**config.mk**
```make
export PLATFORM = sky130hd
export DESIGN_NAME = fifo_rd_stream
export DESIGN_NICKNAME = d
export VERILOG_FILES = /design/src/rtl/fifo_pkg.sv /design/src/rtl/stream_skid_buf.sv /design/src/rtl/fifo_rd_stream.sv
export SDC_FILE = /design/constraint.sdc
export NUM_CORES = 1
export LEC_CHECK = 0
export CORE_AREA = 2 2 57 99
export CTS_CLUSTER_DIAMETER = 50
export DETAILED_ROUTE_END_ITERATION = 16
export DIE_AREA = 0 0 59 101
export GPL_TIMING_DRIVEN = 1
export PLACE_DENSITY = 0.69
export SLEW_MARGIN = 20
export SYNTH_ARGS = -nofsm -noshare
export SYNTH_HDL_FRONTEND = slang
export SYNTH_HIERARCHICAL = 1
export SYNTH_SLANG_ARGS = --single-unit
```
**constraint.sdc**
```tcl
create_clock -name clk_w -period 1.8 [get_ports clk_w]
set_input_delay 0.36 -clock clk_w [delete_from_list [all_inputs] [get_ports clk_w]]
set_output_delay 0.36 -clock clk_w [all_outputs]
set_load 0.02 [all_outputs]
```
**src/rtl/fifo_pkg.sv**
```systemverilog
// ============================================================================
// Module   : fifo_pkg
// Brief    : Shared constants and types for the FIFO read-side stream engine.
// Revision : 1.0 - initial release
// ============================================================================
`default_nettype none

package fifo_pkg;

    localparam int FIFO_DATA_W = 8;
    localparam int FIFO_RD_LAT = 1;
    localparam int SKID_DEPTH  = 3;

    typedef logic [1:0] skid_ptr_t;
    typedef logic [1:0] skid_occ_t;

    // Circular pointer advance over a non-power-of-two depth.
    function automatic skid_ptr_t ptr_inc(input skid_ptr_t p);
        return (p == skid_ptr_t'(SKID_DEPTH - 1)) ? '0 : p + skid_ptr_t'(1);
    endfunction

endpackage

`default_nettype wire

```
**src/rtl/stream_skid_buf.sv**
```systemverilog
// ============================================================================
// Module   : stream_skid_buf
// Brief    : Three-entry circular buffer with push/pop and occupancy.
// Revision : 1.0 - initial release
// ============================================================================
`default_nettype none

module stream_skid_buf
    import fifo_pkg::*;
#(
    parameter int DATA_W = FIFO_DATA_W
) (
    input  logic              clk,
    input  logic              rst,
    input  logic              push,
    input  logic [DATA_W-1:0] push_data,
    input  logic              pop,
    output logic              valid,
    output logic [DATA_W-1:0] data,
    output skid_occ_t         occ
);

    logic [DATA_W-1:0] r_mem [SKID_DEPTH];
    skid_ptr_t         r_head;
    skid_ptr_t         r_tail;
    skid_occ_t         r_occ;
    logic              w_push;
    logic              w_pop;

    // A push into a full buffer is only legal when the head leaves the same edge.
    assign w_pop  = pop && (r_occ != '0);
    assign w_push = push && ((r_occ != skid_occ_t'(SKID_DEPTH)) || w_pop);

    always_ff @(posedge clk or posedge rst) begin
        if (rst) begin
            for (int i = 0; i < SKID_DEPTH; i++) begin
                r_mem[i] <= '0;
            end
            r_head <= '0;
            r_tail <= '0;
            r_occ  <= '0;
        end else begin
            if (w_push) begin
                r_mem[r_tail] <= push_data;
                r_tail        <= ptr_inc(r_tail);
            end
            if (w_pop) begin
                r_head <= ptr_inc(r_head);
            end
            case ({w_push, w_pop})
                2'b10:   r_occ <= r_occ + skid_occ_t'(1);
                2'b01:   r_occ <= r_occ - skid_occ_t'(1);
                default: r_occ <= r_occ;
            endcase
        end
    end

    assign valid = (r_occ != '0);
    assign data  = r_mem[r_head];
    assign occ   = r_occ;

endmodule

`default_nettype wire

```
**src/rtl/fifo_rd_stream.sv**
```systemverilog
// ============================================================================
// Module   : fifo_rd_stream
// Brief    : Drains a single-clock FIFO into a valid/ready stream via a skid buffer.
// Revision : 1.0 - initial release
// ============================================================================
`default_nettype none

module fifo_rd_stream
    import fifo_pkg::*;
#(
    parameter int DATA_W = FIFO_DATA_W,
    parameter int CNT_W  = 16
) (
    input  logic              clk_w,
    input  logic              reset,
    input  logic              en,
    input  logic              fifo_empty,
    output logic              fifo_rde,
    input  logic [DATA_W-1:0] fifo_rdd,
    output logic              out_valid,
    output logic [DATA_W-1:0] out_data,
    input  logic              out_ready,
    output logic [CNT_W-1:0]  rd_count,
    output logic              idle
);

    logic [FIFO_RD_LAT-1:0] r_rd_pipe;
    logic [CNT_W-1:0]       r_rd_count;
    skid_occ_t              w_occ;
    logic                   w_rde;
    logic                   w_capture;
    logic                   w_pop;
    int                     w_pending;

    // Reads already issued count against buffer space, so the buffer cannot overflow.
    always_comb begin
        w_pending = int'(w_occ) + $countones(r_rd_pipe);
        w_rde     = en && !fifo_empty && (w_pending < SKID_DEPTH);
    end

    assign w_capture = r_rd_pipe[FIFO_RD_LAT-1];
    assign w_pop     = out_valid && out_ready;

    always_ff @(posedge clk_w or posedge reset) begin
        if (reset) begin
            r_rd_pipe  <= '0;
            r_rd_count <= '0;
        end else begin
            r_rd_pipe <= (r_rd_pipe << 1) | FIFO_RD_LAT'(w_rde);
            if (w_pop) begin
                r_rd_count <= r_rd_count + CNT_W'(1);
            end
        end
    end

    stream_skid_buf #(
        .DATA_W (DATA_W)
    ) u_skid (
        .clk       (clk_w),
        .rst       (reset),
        .push      (w_capture),
        .push_data (fifo_rdd),
        .pop       (w_pop),
        .valid     (out_valid),
        .data      (out_data),
        .occ       (w_occ)
    );

    assign fifo_rde = w_rde;
    assign rd_count = r_rd_count;
    assign idle     = (w_occ == '0) && (r_rd_pipe == '0);

endmodule

`default_nettype wire

```
# [After elaboration in Yosys (flattened, before gate mapping)]
# Cells that the tools add are included.
[op_classes] add_sub_neg=6 mul=0 div_mod_pow=0 order_cmp=4 n_eq_ne=5 n_shift=0 muxes=9 bitwise_logic=3 reduce_logical=12
[op_table] operator="bitwise mux 24 bit" n=1
[op_table] operator="two-way mux 8 bit" n=3
[op_table] operator="adder 16 x 1 -> 16 bit, second input constant" n=1
[op_table] operator="binary-select mux 8 bit (select 2 bit)" n=1
[op_table] operator="demux 8 bit (select 2 bit)" n=1
[op_table] operator="logical AND 1 bit" n=7
[op_table] operator="adder 2 x 1 -> 2 bit, second input constant" n=3
[op_table] operator="equality test 2 bit, second input constant" n=3
[op_table] operator="greater-or-equal comparator 3 bit, second input constant" n=2
[op_table] operator="inverter 2 -> 3 bit" n=2
[op_table] operator="two-way mux 2 bit" n=2
[op_table] operator="case mux 2 bit (2 select lines)" n=1
[op_table] operator="nonzero test 2 bit" n=2
[op_table] operator="adder 2 x 1 -> 3 bit" n=1
[op_table] operator="< comparator 3 x 1 -> 1 bit, second input constant" n=1
[op_table] operator="< comparator 3 x 2 -> 1 bit, second input constant" n=1
[op_table] operator="equality test 2 x 1 -> 1 bit, second input constant" n=1
[op_table] operator="logical NOT 2 bit" n=1
[op_table] operator="inequality test 2 bit, second input constant" n=1
[op_table] operator="subtractor 2 x 1 -> 2 bit, second input constant" n=1
[op_table] operator="logical NOT 1 bit" n=1
[op_table] operator="logical OR 1 bit" n=1
[op_table] operator="inverter 1 bit" n=1
[totals] reg_bits=47 latch_bits=0 ram_bits=0 mem_bits_ro=0 input_bits=13 wordCells=47 memories=0

# [Depth between registers and ports, before layout]
[logic_depth] word_depth=7 depth_mapped=9

# [Hierarchy]
# The synthesis kept the hierarchy.
[by_module_without_submodules] mod="stream_skid_buf" instances=1 cells_each=105 area_each_um2=1372.6 seq_area_each_um2=750.7
[by_module_without_submodules] mod="fifo_rd_stream" instances=1 cells_each=64 area_each_um2=787.0 seq_area_each_um2=425.4

# [Worst setup path after synthesis]
# No wires, ideal clock.
[synth_path] kind="flip-flop to output port" from="register u_skid.r_occ[0] (netlist: u_skid/occ[0])" to="output port fifo_rde" t_arrival_ns=2.128 slack_ns=-0.688 path_stages_with_launch=4 path_cell_list="dfrtp_1 -> ha_1 -> ha_1 -> a2111oi_0"
[synth_between] elab_chain_len=3
[synth_rtl] item="from (decl)" line_no="stream_skid_buf.sv:26" source="skid_occ_t r_occ;"
[synth_rtl] item="from (signal assigned)" line_no="stream_skid_buf.sv:51" source="2'b10: r_occ <= r_occ + skid_occ_t'(1);"
[synth_rtl] item="from (signal assigned)" line_no="stream_skid_buf.sv:52" source="2'b01: r_occ <= r_occ - skid_occ_t'(1);"
[synth_rtl] item="from (signal assigned)" line_no="stream_skid_buf.sv:53" source="default: r_occ <= r_occ;"
[synth_rtl] item="adder 2 x 1 -> 3 bit" line_no="fifo_rd_stream.sv:37" source="w_pending = int'(w_occ) + $countones(r_rd_pipe);"
[synth_rtl] item="< comparator 3 x 2 -> 1 bit" line_no="fifo_rd_stream.sv:38" source="w_rde = en && !fifo_empty && (w_pending < SKID_DEPTH);"
[synth_rtl] item="logical AND 1 bit" line_no="fifo_rd_stream.sv:38"
[synth_rtl] item="to (decl)" line_no="fifo_rd_stream.sv:18" source="output logic fifo_rde,"
# No other way between the ends.

# [Worst setup path after layout]
# Same ends and word-level chain as after synthesis.

==> results.txt <==
----------------------------------------------------
[CTS]
  Clock insertion delay at the later pin of the skew report ... 0.29 ns
  Number of sinks handled by clock tree synthesis ... 47
  CTS max path bufs ... 2
  Number of levels in the clock H-tree ... 2
  CTS Buf Count ... 5
  Post-CTS Hold Buffers ... 0
  Clock tree root driver cell ... sky130_fd_sc_hd__clkbuf_8
  Clock transition at the registers of the reported paths ... 0.09 ns
  CTS tree ... yes

[Global route]
  Maximum number of pins on one net before global-route repair ... 31
  Number of global-route vias before repair ... 1554
  Wire length of the first global-routing pass ... 7.04 mm
  Overflow left after global routing ... 0
  Number of antenna violations at the first check in global routing ... 0
  Global-route usage over all layers ... 15.2%

[Power]
  Seq pwr share ... 38.4%
  Share of power burned in combinational logic ... 48.3%
  Total power ... 4.65 mW
  Share of power burned in the clock network ... 13.3%
  Reported net switching power ... 1.72 mW
  P_leak ... 1.30 nW
  Highest ir drop seen on vdd ... 0.000886 V
  Power per Cell Area ... 1590 nW/µm²
  Internal portion of total power ... 2.93 mW
  Sw frac ... 36.9%

[Synth]
  Top cell type by total area after synthesis ... sky130_fd_sc_hd__dfrtp_1
  Netlist area before placement ... 2160 µm²
  Number of nets in the synthesized netlist ... 186
  Count of flip-flops with a built-in enable after synthesis ... 0
  Yosys reg bits ... 47
  Ys flop type ... sky130_fd_sc_hd__dfrtp_1
  Count of yosys warnings during synthesis ... 6
  Mean cell area of the mapped netlist ... 12.8 µm²
  Part of the Yosys area used for sequential elements ... 54.5%
  Proportion of netlist area held by the largest area contributor ... 54.5%
  Cell count after synthesis ... 169
  Library cells used by synthesis ... 33
  Top cells by area, synth ... sky130_fd_sc_hd__dfrtp_1 54%, sky130_fd_sc_hd__mux2_2 14%, sky130_fd_sc_hd__xnor2_1 5.3%
  Share of flip-flops with an asynchronous set or reset ... 100%

[Worst setup path]
  Type of destination of the critical path ... output pin
  Most used cell along the critical path ... sky130_fd_sc_hd__ha_4
  Critical Path Max Stage Delay ... 0.43 ns
  Cell-by-cell trace of the critical path ... ha_4, ha_4, a2111oi_4, buf_4
  Worst R2R Path Depth ... 9
  Worst Setup Path Type ... register to output pin
  Combined buffer and inverter count along the critical path ... 1
  Critical Path Slowest Stage Cell ... sky130_fd_sc_hd__dfrtp_2
  Critical path depth in cells ... 4
  Startpoint kind of the worst setup timing path ... register
  CP Max Fanout ... 2
  Top Family by Delay on Critical Path ... flip-flops
  WP data required ... 1.44 ns
  Arrival time reported for the critical path endpoint ... 1.60 ns

[STA]
  Final number of setup-violating endpoints ... 26
  Period minus WS final ... 1.96 ns
  Number of hold-slack violations in the final timing report ... 0
  Fmax ... 0.511 GHz
  Worst Slack Setup Final ... -0.156 ns
  Layout Skew ... 0.00493 ns
  Share of the clock period used by the worst path ... 109%
  Post-Route Setup TNS ... -1.97 ns
  Worst hold-check slack ... 0.395 ns
  Final Slew Violations ... 0
  Slew @ Worst Pin ... 0.378 ns
  Setup repair after global routing missed its margin ... yes
  Slew headroom ... 74.8%

[Floorplan]
  Die Area ... 5960 µm²
  Horizontal die dimension ... 59 µm
  Initial Utilization ... 41.8%
  Number of core rows ... 35
  Boundary Pins ... 40
  Total core area ... 5170 µm²
  DIE HEIGHT ... 101 µm

[Run status]
  Result of the run ... finished with violations
  Violations in the final reports ... negative setup slack

[Cells and area]
  Top library cells by usage in the layout, fill and taps aside ... 46 x sky130_fd_sc_hd__dfrtp_1, 27 x sky130_fd_sc_hd__clkdlybuf4s50_1, 21 x sky130_fd_sc_hd__mux2_2, 18 x sky130_fd_sc_hd__buf_4, 14 x sky130_fd_sc_hd__nand2_1
  Diodes inserted ... 0
  Area of all placed cells without fillers ... 2920 µm²
  Share of post-route cells with drive strength above 1 ... 37.5%
  Most common library cell in the layout ignoring fill and taps ... sky130_fd_sc_hd__dfrtp_1
  Area overhead of the layout relative to synthesis ... 35.1%
  Total Nets Final ... 248

[Placement]
  Instance area at placement ... 2790 µm²
  Pre-CTS setup slack ... -0.469 ns
  Buffers on Ports ... 39
  Detailed placement HPWL ... 3.02 mm
  Final RePlAce weighted congestion ... 0.751

[Route]
  Via density per instance ... 5.15
  Number of search-and-repair iterations in the first detailed-routing pass ... 4
  Residual antenna-violating net count after detailed routing ... 0
  Initial DRC Count ... 47
  Overall routed net length ... 4.14 mm
  Wire length per cell after detailed routing ... 14.4 µm
  Total via count in the routed design ... 1477
  Remaining DRCs ... 0

[Hold path]
  Path type of the worst min-delay path ... input pin to async pin

[Run]
  # Max-Cap Violations ... 0

----------------------------------------------------
==> repair_timing <==
item / 4_1_cts / 5_1_grt
resized for setup: 61 / 8
endpoints found under the setup margin: 37 / 37
buffers inserted: 3 / 0
endpoints found under the hold margin: 0 / 0
pin swaps: 5 / 1
==> power by group through the flow <==
stage	Combinational [mW]	Clock, mW	Sequential, mW
4_1_cts	2.26	0.654	1.78
5_1_grt	2.42	0.679	1.84
3_5_place_dp	2.28	0	1.78
3_3_place_gp	2.24	0	1.77
2_1_floorplan	1.29	0	1.83
6_report	2.24	0.618	1.78
==> cells by family after synthesis <==
kind of cell / share of synthesized area, %
fa+ha+maj: 2.32
mux: 17.3
compound gates: 3.77
xor+xnor: 7.30
buf+inv: 1.45
simple gates: 13.4
flops: 54.5
==> worst paths after layout <==
kind                                from       endpoint  slack, ns
min in group clk_w          rd_count[15]   rd_count[15]       0.47
min reg2reg                 rd_count[15]   rd_count[15]       0.47
max in group asynchronous          reset  u_skid/occ[0]       1.04
max reg2reg                u_skid/occ[0]  u_skid/occ[1]      -0.09
min                                reset    rd_count[7]       0.39
max                        u_skid/occ[0]       fifo_rde      -0.16
==> stage by stage <==
stage	util (%)	std cells
floorplan	-	169
global placement	54.0	276
detailed placement	54.0	276
CTS	56.4	287
global route	56.5	287
finish	56.5	287
==> sequential cells by signal, summed over array words and instances, names as in the netlist <==
register / count
r_rd_pipe: 1
rd_count: 16
u_skid/occ: 2
u_skid/r_head: 2
u_skid/r_mem: 24
u_skid/r_tail: 2
==> synth_stat cells, types with 2 or more instances <==
library cell               instances
sky130_fd_sc_hd__and2_1            2
sky130_fd_sc_hd__dfrtp_1          47
sky130_fd_sc_hd__xor2_1            5
sky130_fd_sc_hd__inv_1             4
sky130_fd_sc_hd__xnor2_1          13
sky130_fd_sc_hd__and3_1            3
sky130_fd_sc_hd__o21ai_0           8
sky130_fd_sc_hd__mux2i_1           8
sky130_fd_sc_hd__nor3_4            2
sky130_fd_sc_hd__nor3_1            2
sky130_fd_sc_hd__mux2_2           26
sky130_fd_sc_hd__nand2_1          15
sky130_fd_sc_hd__ha_1              4
sky130_fd_sc_hd__clkbuf_1          3
sky130_fd_sc_hd__and3_4            2
sky130_fd_sc_hd__nor2_1            2
sky130_fd_sc_hd__nand3_2           2
sky130_fd_sc_hd__nand3_1           4
sky130_fd_sc_hd__nand4_1           3
==> metal layers <==
metal / track usage (%) / part of all wire (%)
met2: 28.0 / 55
met5: 0 / 0
met4: 4.72 / 0.94
met1: 16.7 / 40
met3: 3.21 / 3.7
==> tightest hold or removal path: stages <==
cell                              delay (ns)
sky130_fd_sc_hd__clkdlybuf4s50_1        0.41
sky130_fd_sc_hd__inv_1                  0.06
sky130_fd_sc_hd__buf_4                  0.24
==> cell type report <==
cell class                      instances  area, µm²
Inverter                                4       15.0
Timing Repair Buffer                   59        526
Tap cell                               55       68.8
Clock inverter                          3       15.0
Multi-Input combinational cell        114       1050
Clock buffer                            5       68.8
Sequential cell                        47       1180
Fill cell                             464       2250
Note: power is estimated with default switching activity, not from simulation.
